## src/rtl/mem_stage_responder.sv

```systemverilog
// Data-memory responder for the control unit's MEM stage.
// Serves word/byte loads and stores on an internal word-organised RAM with a
// fixed number of wait states, then pulses memReady for one cycle.
// Ports:
//   clock, reset_n                     clock and async active-low reset
//   enMem                              MEM-stage enable (rising edge starts a request)
//   sigMemR, sigMemW                   read / write request (exactly one must be set)
//   sigByte, sigExt                    byte access select, byte-load sign extension
//   address, dataIn                    byte address, store data
//   dataOut                            load result (held until the next completed read)
//   memReady, memBusy, memError        completion pulse, in-progress flag, reject pulse
module mem_stage_responder #(
   parameter int unsigned ADDR_WIDTH  = 16,
   parameter int unsigned DATA_WIDTH  = 16,
   parameter int unsigned DEPTH       = 256,
   parameter int unsigned WAIT_CYCLES = 2
) (
   input  logic                  clock,
   input  logic                  reset_n,
   input  logic                  enMem,
   input  logic                  sigMemR,
   input  logic                  sigMemW,
   input  logic                  sigByte,
   input  logic                  sigExt,
   input  logic [ADDR_WIDTH-1:0] address,
   input  logic [DATA_WIDTH-1:0] dataIn,
   output logic [DATA_WIDTH-1:0] dataOut,
   output logic                  memReady,
   output logic                  memBusy,
   output logic                  memError
);

   localparam int unsigned IDX_W = (DEPTH > 1) ? $clog2(DEPTH) : 1;
   localparam int unsigned CNT_W = 4;

   typedef enum logic [1:0] {
      IDLE    = 2'd0,
      ACCESS  = 2'd1,
      RESPOND = 2'd2
   } state_t;

   state_t                  state_q, state_d;
   logic [CNT_W-1:0]        cnt_q, cnt_d;
   logic                    en_q;

   // Request captured at acceptance
   logic [IDX_W-1:0]        idx_q;
   logic                    lo_q, byte_q, ext_q, wr_q;
   logic [DATA_WIDTH-1:0]   din_q;

   logic [DATA_WIDTH-1:0]   ram [DEPTH];

   logic                    rise, capture, error_d, ready_d, busy_d, we;
   logic                    misaligned, in_range;
   logic [ADDR_WIDTH-2:0]   word_idx;
   logic [IDX_W-1:0]        acc_idx;
   logic                    acc_lo, acc_byte, acc_ext, acc_wr;
   logic [DATA_WIDTH-1:0]   acc_din, rd_word, wdata, dout_d;
   logic [7:0]              sel_byte;

   assign rise       = enMem & ~en_q;
   assign word_idx   = address[ADDR_WIDTH-1:1];
   assign misaligned = ~sigByte & address[0];
   assign in_range   = {1'b0, word_idx} < ADDR_WIDTH'(DEPTH);

   // Next-state, acceptance checks and registered-output next values
   always_comb begin
      state_d  = state_q;
      cnt_d    = cnt_q;
      capture  = 1'b0;
      error_d  = 1'b0;
      ready_d  = 1'b0;
      busy_d   = 1'b0;
      we       = 1'b0;
      dout_d   = dataOut;
      wdata    = '0;
      sel_byte = '0;

      case (state_q)
         IDLE: begin
            if (rise) begin
               if (sigMemR & sigMemW) begin
                  error_d = 1'b1;
               end else if (sigMemR ^ sigMemW) begin
                  if (misaligned | ~in_range) begin
                     error_d = 1'b1;
                  end else begin
                     capture = 1'b1;
                     if (WAIT_CYCLES == 0) begin
                        state_d = RESPOND;
                     end else begin
                        state_d = ACCESS;
                        cnt_d   = CNT_W'(WAIT_CYCLES - 1);
                     end
                  end
               end
            end
         end
         ACCESS: begin
            if (cnt_q == '0) state_d = RESPOND;
            else             cnt_d   = cnt_q - CNT_W'(1);
         end
         RESPOND: state_d = IDLE;
         default: state_d = IDLE;
      endcase

      // With zero wait states the access happens on the accepting edge itself,
      // so the live inputs are used while still in IDLE.
      if (state_q == IDLE) begin
         acc_idx  = word_idx[IDX_W-1:0];
         acc_lo   = address[0];
         acc_byte = sigByte;
         acc_ext  = sigExt;
         acc_wr   = sigMemW;
         acc_din  = dataIn;
      end else begin
         acc_idx  = idx_q;
         acc_lo   = lo_q;
         acc_byte = byte_q;
         acc_ext  = ext_q;
         acc_wr   = wr_q;
         acc_din  = din_q;
      end

      rd_word = ram[acc_idx];

      if (state_d == RESPOND) begin
         ready_d = 1'b1;
         if (acc_wr) begin
            we = 1'b1;
            if (!acc_byte)   wdata = acc_din;
            else if (acc_lo) wdata = {acc_din[7:0], rd_word[7:0]};
            else             wdata = {rd_word[15:8], acc_din[7:0]};
         end else begin
            sel_byte = acc_lo ? rd_word[15:8] : rd_word[7:0];
            if (acc_byte) dout_d = {{8{acc_ext & sel_byte[7]}}, sel_byte};
            else          dout_d = rd_word;
         end
      end

      busy_d = (state_d != IDLE);
   end

   // State register, request capture and registered outputs
   always_ff @(posedge clock or negedge reset_n) begin
      if (!reset_n) begin
         state_q  <= IDLE;
         cnt_q    <= '0;
         en_q     <= 1'b0;
         idx_q    <= '0;
         lo_q     <= 1'b0;
         byte_q   <= 1'b0;
         ext_q    <= 1'b0;
         wr_q     <= 1'b0;
         din_q    <= '0;
         dataOut  <= '0;
         memReady <= 1'b0;
         memBusy  <= 1'b0;
         memError <= 1'b0;
      end else begin
         state_q  <= state_d;
         cnt_q    <= cnt_d;
         en_q     <= enMem;
         dataOut  <= dout_d;
         memReady <= ready_d;
         memBusy  <= busy_d;
         memError <= error_d;
         if (capture) begin
            idx_q  <= word_idx[IDX_W-1:0];
            lo_q   <= address[0];
            byte_q <= sigByte;
            ext_q  <= sigExt;
            wr_q   <= sigMemW;
            din_q  <= dataIn;
         end
      end
   end

   // RAM contents survive reset; writes are blocked while reset is held
   always_ff @(posedge clock) begin
      if (we && reset_n) ram[acc_idx] <= wdata;
   end

endmodule

```

## config.mk

```make
export PLATFORM = sky130hd
export DESIGN_NAME = mem_stage_responder
export DESIGN_NICKNAME = d
export VERILOG_FILES = /design/src/rtl/mem_stage_responder.sv
export SDC_FILE = /design/constraint.sdc
export NUM_CORES = 2
export LEC_CHECK = 0
export ABC_AREA = 0
export CAP_MARGIN = 20
export CORE_MARGIN = 5
export CORE_UTILIZATION = 50
export CTS_CLUSTER_SIZE = 24
export DETAILED_ROUTE_END_ITERATION = 10
export PLACE_DENSITY = 0.61
export SLEW_MARGIN = 20
export SYNTH_ARGS = -nofsm -noshare
export SYNTH_HDL_FRONTEND = slang
export SYNTH_SLANG_ARGS = --single-unit
export TNS_END_PERCENT = 10
```

## constraint.sdc

```tcl
create_clock -name clock -period 19.35 [get_ports clock]
set_input_delay 3.87 -clock clock [delete_from_list [all_inputs] [get_ports clock]]
set_output_delay 3.87 -clock clock [all_outputs]
set_load 0.01 [all_outputs]
```

======== Word level (Yosys, flattened, before mapping) ========
Memories as Yosys holds them, arrays and structs flattened.
Index checks and enable logic that the tools add are counted.
word-level totals
  bits in registers ....................... 54
  RAM bits ................................ 4096
  input port bits ......................... 39
  output and inout port bits .............. 19
  logic and storage cells ................. 79
  memories ................................ 1
operators by class
  $add $sub $neg .......................... 1
  magnitude comparators ................... 1
  equality and inequality tests ........... 7
  mux-type cells .......................... 39
  bitwise logic cells ..................... 10
  reductions and logical operators ........ 7
memories
  memory  depth  bits a word  rd ports  clocked after memory_dff  wr ports  line  text
  ram     256    16           1         0                         1         51    logic [DATA_WIDTH-1:0] ram [DEPTH];
operator list
  operator             number
  $mux 16              6
  $mux 4               5
  $mux 1               19
  $mux 8               2
  $lt 15x9->1 const B  1
  $mux 2               5
  $ne 2x2->1 const B   5
  $pmux 4 s2           1
  $reduce_and 6->1     1
  $and 1x1->1          4
  $logic_not 4->1      1
  $not 1->1            4
  $pmux 2 s2           1
  $reduce_bool 2->1    2
  $sub 4x1->4 const B  1
  $eq 2x1->1 const B   1
  $eq 2x2->1 const B   1
  $logic_not 2->1      1
  $reduce_and 2->1     1
  $logic_and 1x1->1    1
  $or 1x1->1           1
  $xor 1x1->1          1

======== Depth between registers and ports, before layout ========
  depth in word-level cells ............... 13
  gate-level depth with buffers ........... 16
  mapped depth without buffers ............ 9

======== Worst setup path before layout ========
OpenSTA, ideal clock, no wires.
  path kind ............................... input -> register
  start ................................... input port address[1]
  end ..................................... memory ram[0][11] (data pin)
  setup time .............................. 2314 ps
  arrival ................................. 16436 ps
  data required time ...................... 17036 ps
  slack ................................... 600 ps
  stages on the path ...................... 13
  buffers on the path ..................... 5
  cells stage by stage .................... or4b_1 > o21a_1 > buf_4 > buf_6 > buf_6 > buf_2 > clkbuf_1 > o22ai_1 > o21ai_0 > a41oi_1 > o31ai_1 > nand2_1 > a221oi_1
on the way
  longest elaborated chain between the ends .. 10
  elaborated cells between the ends (all ways) .. 15
  classes of those cells .................. order compare: 1; eq/ne: 1; mux: 10; bitwise: 2; memory: 1
ends and longest elaborated chain
  element              line  text
  start: declaration   25    input logic [ADDR_WIDTH-1:0] address,
  $lt 15x9->1          64    assign in_range = {1'b0, word_idx} < ADDR_WIDTH'(DEPTH);
  $not 1->1            85    if (misaligned | ~in_range) begin
  $or 1x1->1           85
  $mux 2               85
  $mux 2               84    end else if (sigMemR ^ sigMemW) begin
  $mux 2               82    if (sigMemR & sigMemW) begin
  $mux 2               81    if (rise) begin
  $pmux 2 s2           79    case (state_q)
  $eq 2x2->1           127   if (state_d == RESPOND) begin
  $mux 16 (*)          127
  named net wdata[11]  58    logic [DATA_WIDTH-1:0] acc_din, rd_word, wdata, dout_d;
  end: declaration     51
Mark *: on every way through the listed nets, which the timed path passes. The rest lies on a longest branch.

======== Final worst setup path ========
  start ................................... input port address[1]
  end ..................................... memory ram[5][7] (data pin)
The elaborated chain is that of the path after synthesis.

==> run_results.csv <==
group,metric,value,unit
pwr,p_seq_frac,0.536,
synth,synth.top_cells.by_area,"edfxtp_1 81%, o22ai_1 8.0%, o21ai_0 2.7%",
finish,final_cells,13410,
drt,routed_via_density,6.852,
clock_network,later_pin_clock_latency_in_the_skew_report,960,ps
clock_network,cts.repair_timing.setup_buffer_count,0,
synth,post-synth-top-count-cell,"edfxtp_1",
placement,dpl_cell_area,158600,um^2
pwr,irDropWorstVdd,0.00007986,V
flow_run,maxCapViolations,0,
pwr,total_switching_power,0.003917,W
worst_setup_path,worstPathMaxFanout,172,
die,ios,58,
worst_setup_path,critical_path_required,19910,ps
pwr,pwr-share-clk,0.422,
synth,post_synth_inst_count,8776,
pwr,comb_power_share,0.042,
synth,seq_area_frac_synth,0.8198,
pwr,cellInternalPower,0.01426,W
pwr,p_leak,46.83,nW
worst_setup_path,critPathMaxStageDelay,930,ps
placement,dp_cells,12640,
finish,post_route_cells_drive_above_1_share,0.1286,
finish,nFillCells,22760,
sta,timing_max_transition_violations_final,0,
status,run_status,"finished clean",
worst_setup_path,cpMostUsedCell,"buf_4",
global_route,globalRouteTotalUtil,0.2893,
drt,postRouteWirelength,471.0,mm
die,die_width,560.8,um
sta,period_minus_slack,11580,ps
synth,ranking_of_synthesized_cells_by_instance_count,"4096 x edfxtp_1, 1931 x o22ai_1, 828 x o21ai_0",
clock_network,cts_repair_resize_count,0,
sta,grt_setup_unrepaired,"no",
pwr,p_per_area,105.9,nW/um^2
finish,area_delta_synth_final,13.16,%
placement,detailedPlacementHpwl,257.0,mm
clock_network,tritoncts,"yes",
clock_network,clock_path_buffers,4,
placement,port_buf_inserts,57,
global_route,grt_first_pass_wirelength,656.8,mm
sta,final-setup-viol-count,0,
worst_setup_path,crit_chain,"clkdlybuf4s50_1 -> or4b_1 -> o21a_4 -> buf_4 -> buf_4 -> buf_4 -> o22ai_1 -> o21ai_0 -> a41oi_1 -> o41ai_1 -> buf_4 -> nand4_1 -> and2_1 -> a211oi_4 -> buf_4 -> buf_12",
global_route,overflow,0,
sta,final_hold_viol_count,0,
finish,fin_area,171600,um^2
placement,finalWeightedCongestion,0.8749,
clock_network,cell_at_the_root_of_the_clock_tree,"clkbuf_16",
sta,slew-limit-headroom,0.1321,
clock_network,clkSlewWorstSetupHoldPaths,60,ps
drt,detailedRoute.firstPassIterationCount,8,
die,floorplan.rows,202,
die,fp.coreArea,302500,um^2
synth,yosysTopAreaCellShare,0.8109,
synth,synthDistinctLibCells,58,
drt,remaining_drc_errors,0,
synth,library_cell_occupying_the_most_area_in_the_post_synthesis_netlist,"edfxtp_1",
drt,count_of_antenna_violating_nets_left_after_detailed_routing,0,
clock_network,cts_buffers,411,
sta,hold_ws,508.6,ps
drt,dr_total_vias,91890,
worst_setup_path,slowest_stage,"o41ai_1",
global_route,vias_in_the_first_global_route,86570,
synth,synth.cell_area,151700,um^2
clock_network,h_tree_depth,5,
die,die_area,314500,um^2
die,y_dimension_of_the_die,560.8,um
synth,number_of_synthesized_register_bits,4150,
synth,synth_area_per_cell,17.28,um^2
global_route,grt_antenna_before_repair,21,
die,initial_utilization,0.5014,
hold_path,hold_class,"flop to flop",
pwr,power.switching_fraction,0.2155,
worst_setup_path,worst_setup_path_start_kind,"primary input",
global_route,grt_max_degree,257,
sta,clock.fmax,86.34,MHz
clock_network,hold_buffers,0,
sta,final_min_period_over_clock_period,0.5985,
synth,synth.yosys.warnings,0,
sta,finClkSkew,67.39,ps
sta,worst-slew-pin-transition,1302,ps
finish,final_net_count,9119,
drt,drt_iter0_drc,14810,
synth,synth_fp_nets,8818,
worst_setup_path,timing.critical_path.arrival,12140,ps
worst_setup_path,critical_path.endpoint_type,"flop",
sta,setup_total_negative_slack,0,ps
synth,synth_async_sr_flop_share,0.01301,
synth,synth-main-ff-cell,"edfxtp_1",
clock_network,cts_sinks,4150,
synth,synth-edff-count,4096,
worst_setup_path,path_class,"primary input to flop",
drt,wire_per_inst,35.12,um
## through the flow
| step | util | worst slack (ps) | power, W |
|---|---|---|---|
| global placement | 0.5234 | 7232 | 0.01067 |
| global route | 0.5672 | 7723 | 0.01864 |
| finish | 0.5674 | 7769 | 0.01818 |
| detailed placement | 0.5243 | 7085 | 0.01068 |
| floorplan | - | 599.5 | 0.01036 |
| CTS | 0.5668 | 8026 | 0.01822 |
## final cells by class
cell class	instances	area, um^2	share of cell area
flip-flops and latches	4150	124300	0.7245
multi-input cells	3981	24910	0.1451
clock buffers	515	10780	0.06281
well taps	3978	4977	0.02900
repair buffers	526	4477	0.02608
clock inverters	229	2063	0.01202
diodes	25	62.56	0.0003645
inverters	7	26.28	0.0001531
## flip-flops by register name, indices dropped and copies added (netlist names), 2 cells and up
name     cells
cnt_q        4
dataOut     16
din_q       16
idx_q        8
ram       4096
state_q      2
## metal layers
| metal | track usage | vias up | part of all wire |
|---|---|---|---|
| met5 | 0 | - | 0.00012 |
| met4 | 0.1205 | 10 | 0.046 |
| met3 | 0.07379 | 941 | 0.12 |
| met2 | 0.4322 | 6321 | 0.45 |
| met1 | 0.4088 | 47090 | 0.38 |
| li1 | - | 37530 | - |
## placed cells by master (no fill, tap or decap), types with 24 or more instances in the layout
cell	n
a21oi_1	60
a22oi_1	96
a41oi_1	219
buf_12	26
buf_4	434
bufinv_16	31
clkbuf_1	98
clkbuf_16	415
clkdlybuf4s50_1	56
clkinv_1	112
clkinv_2	57
dfrtp_1	54
diode_2	25
edfxtp_1	4096
mux2_2	29
nand2_1	45
nand3_1	32
nand4_1	24
nor2_1	203
nor2_2	66
nor4_1	26
o21ai_0	822
o21ai_1	155
o22ai_1	1931
## worst max-delay path: cells and delay by family
family / cells / cell delay [ps]
buffers and inverters: 7 / 4040
AO/OA/AOI/OAI: 6 / 2870
AND/OR/NAND/NOR: 3 / 850
## worst paths after layout
path | startpoint | to | slack [ps] | cells after the start
setup / recovery | address[1] | ram[5][7] | 7770 | 16
hold / removal | din_q[11] | din_q[11] | 510 | 1
setup reg to reg | state_q[0] | ram[5][7] | 10070 | 16
hold reg to reg | din_q[11] | din_q[11] | 510 | 1
max in group asynchronous | reset_n | idx_q[0] | 15790 | 2
min in group asynchronous | reset_n | dataOut[7] | 3080 | 2
## kinds of logic after synthesis
logic type	count (synthesis)	share of synthesized area
AOI/OAI and AO/OA	3435	0.1395
adders and majority gates	3	0.0002475
buffers and inverters	645	0.02268
DFF	4150	0.8198
muxes	39	0.002813
and+or+nand+nor	504	0.01490
## power groups by stage
stage | sequential, W | combinational [W] | clock [W]
floorplan | 0.00992 | 0.000433 | 0
global placement | 0.00992 | 0.000745 | 0
detailed placement | 0.00992 | 0.000750 | 0
CTS | 0.00974 | 0.000752 | 0.00773
global route | 0.00973 | 0.000792 | 0.00811
finish | 0.00974 | 0.000771 | 0.00767
(Power assumes the default switching activity.)
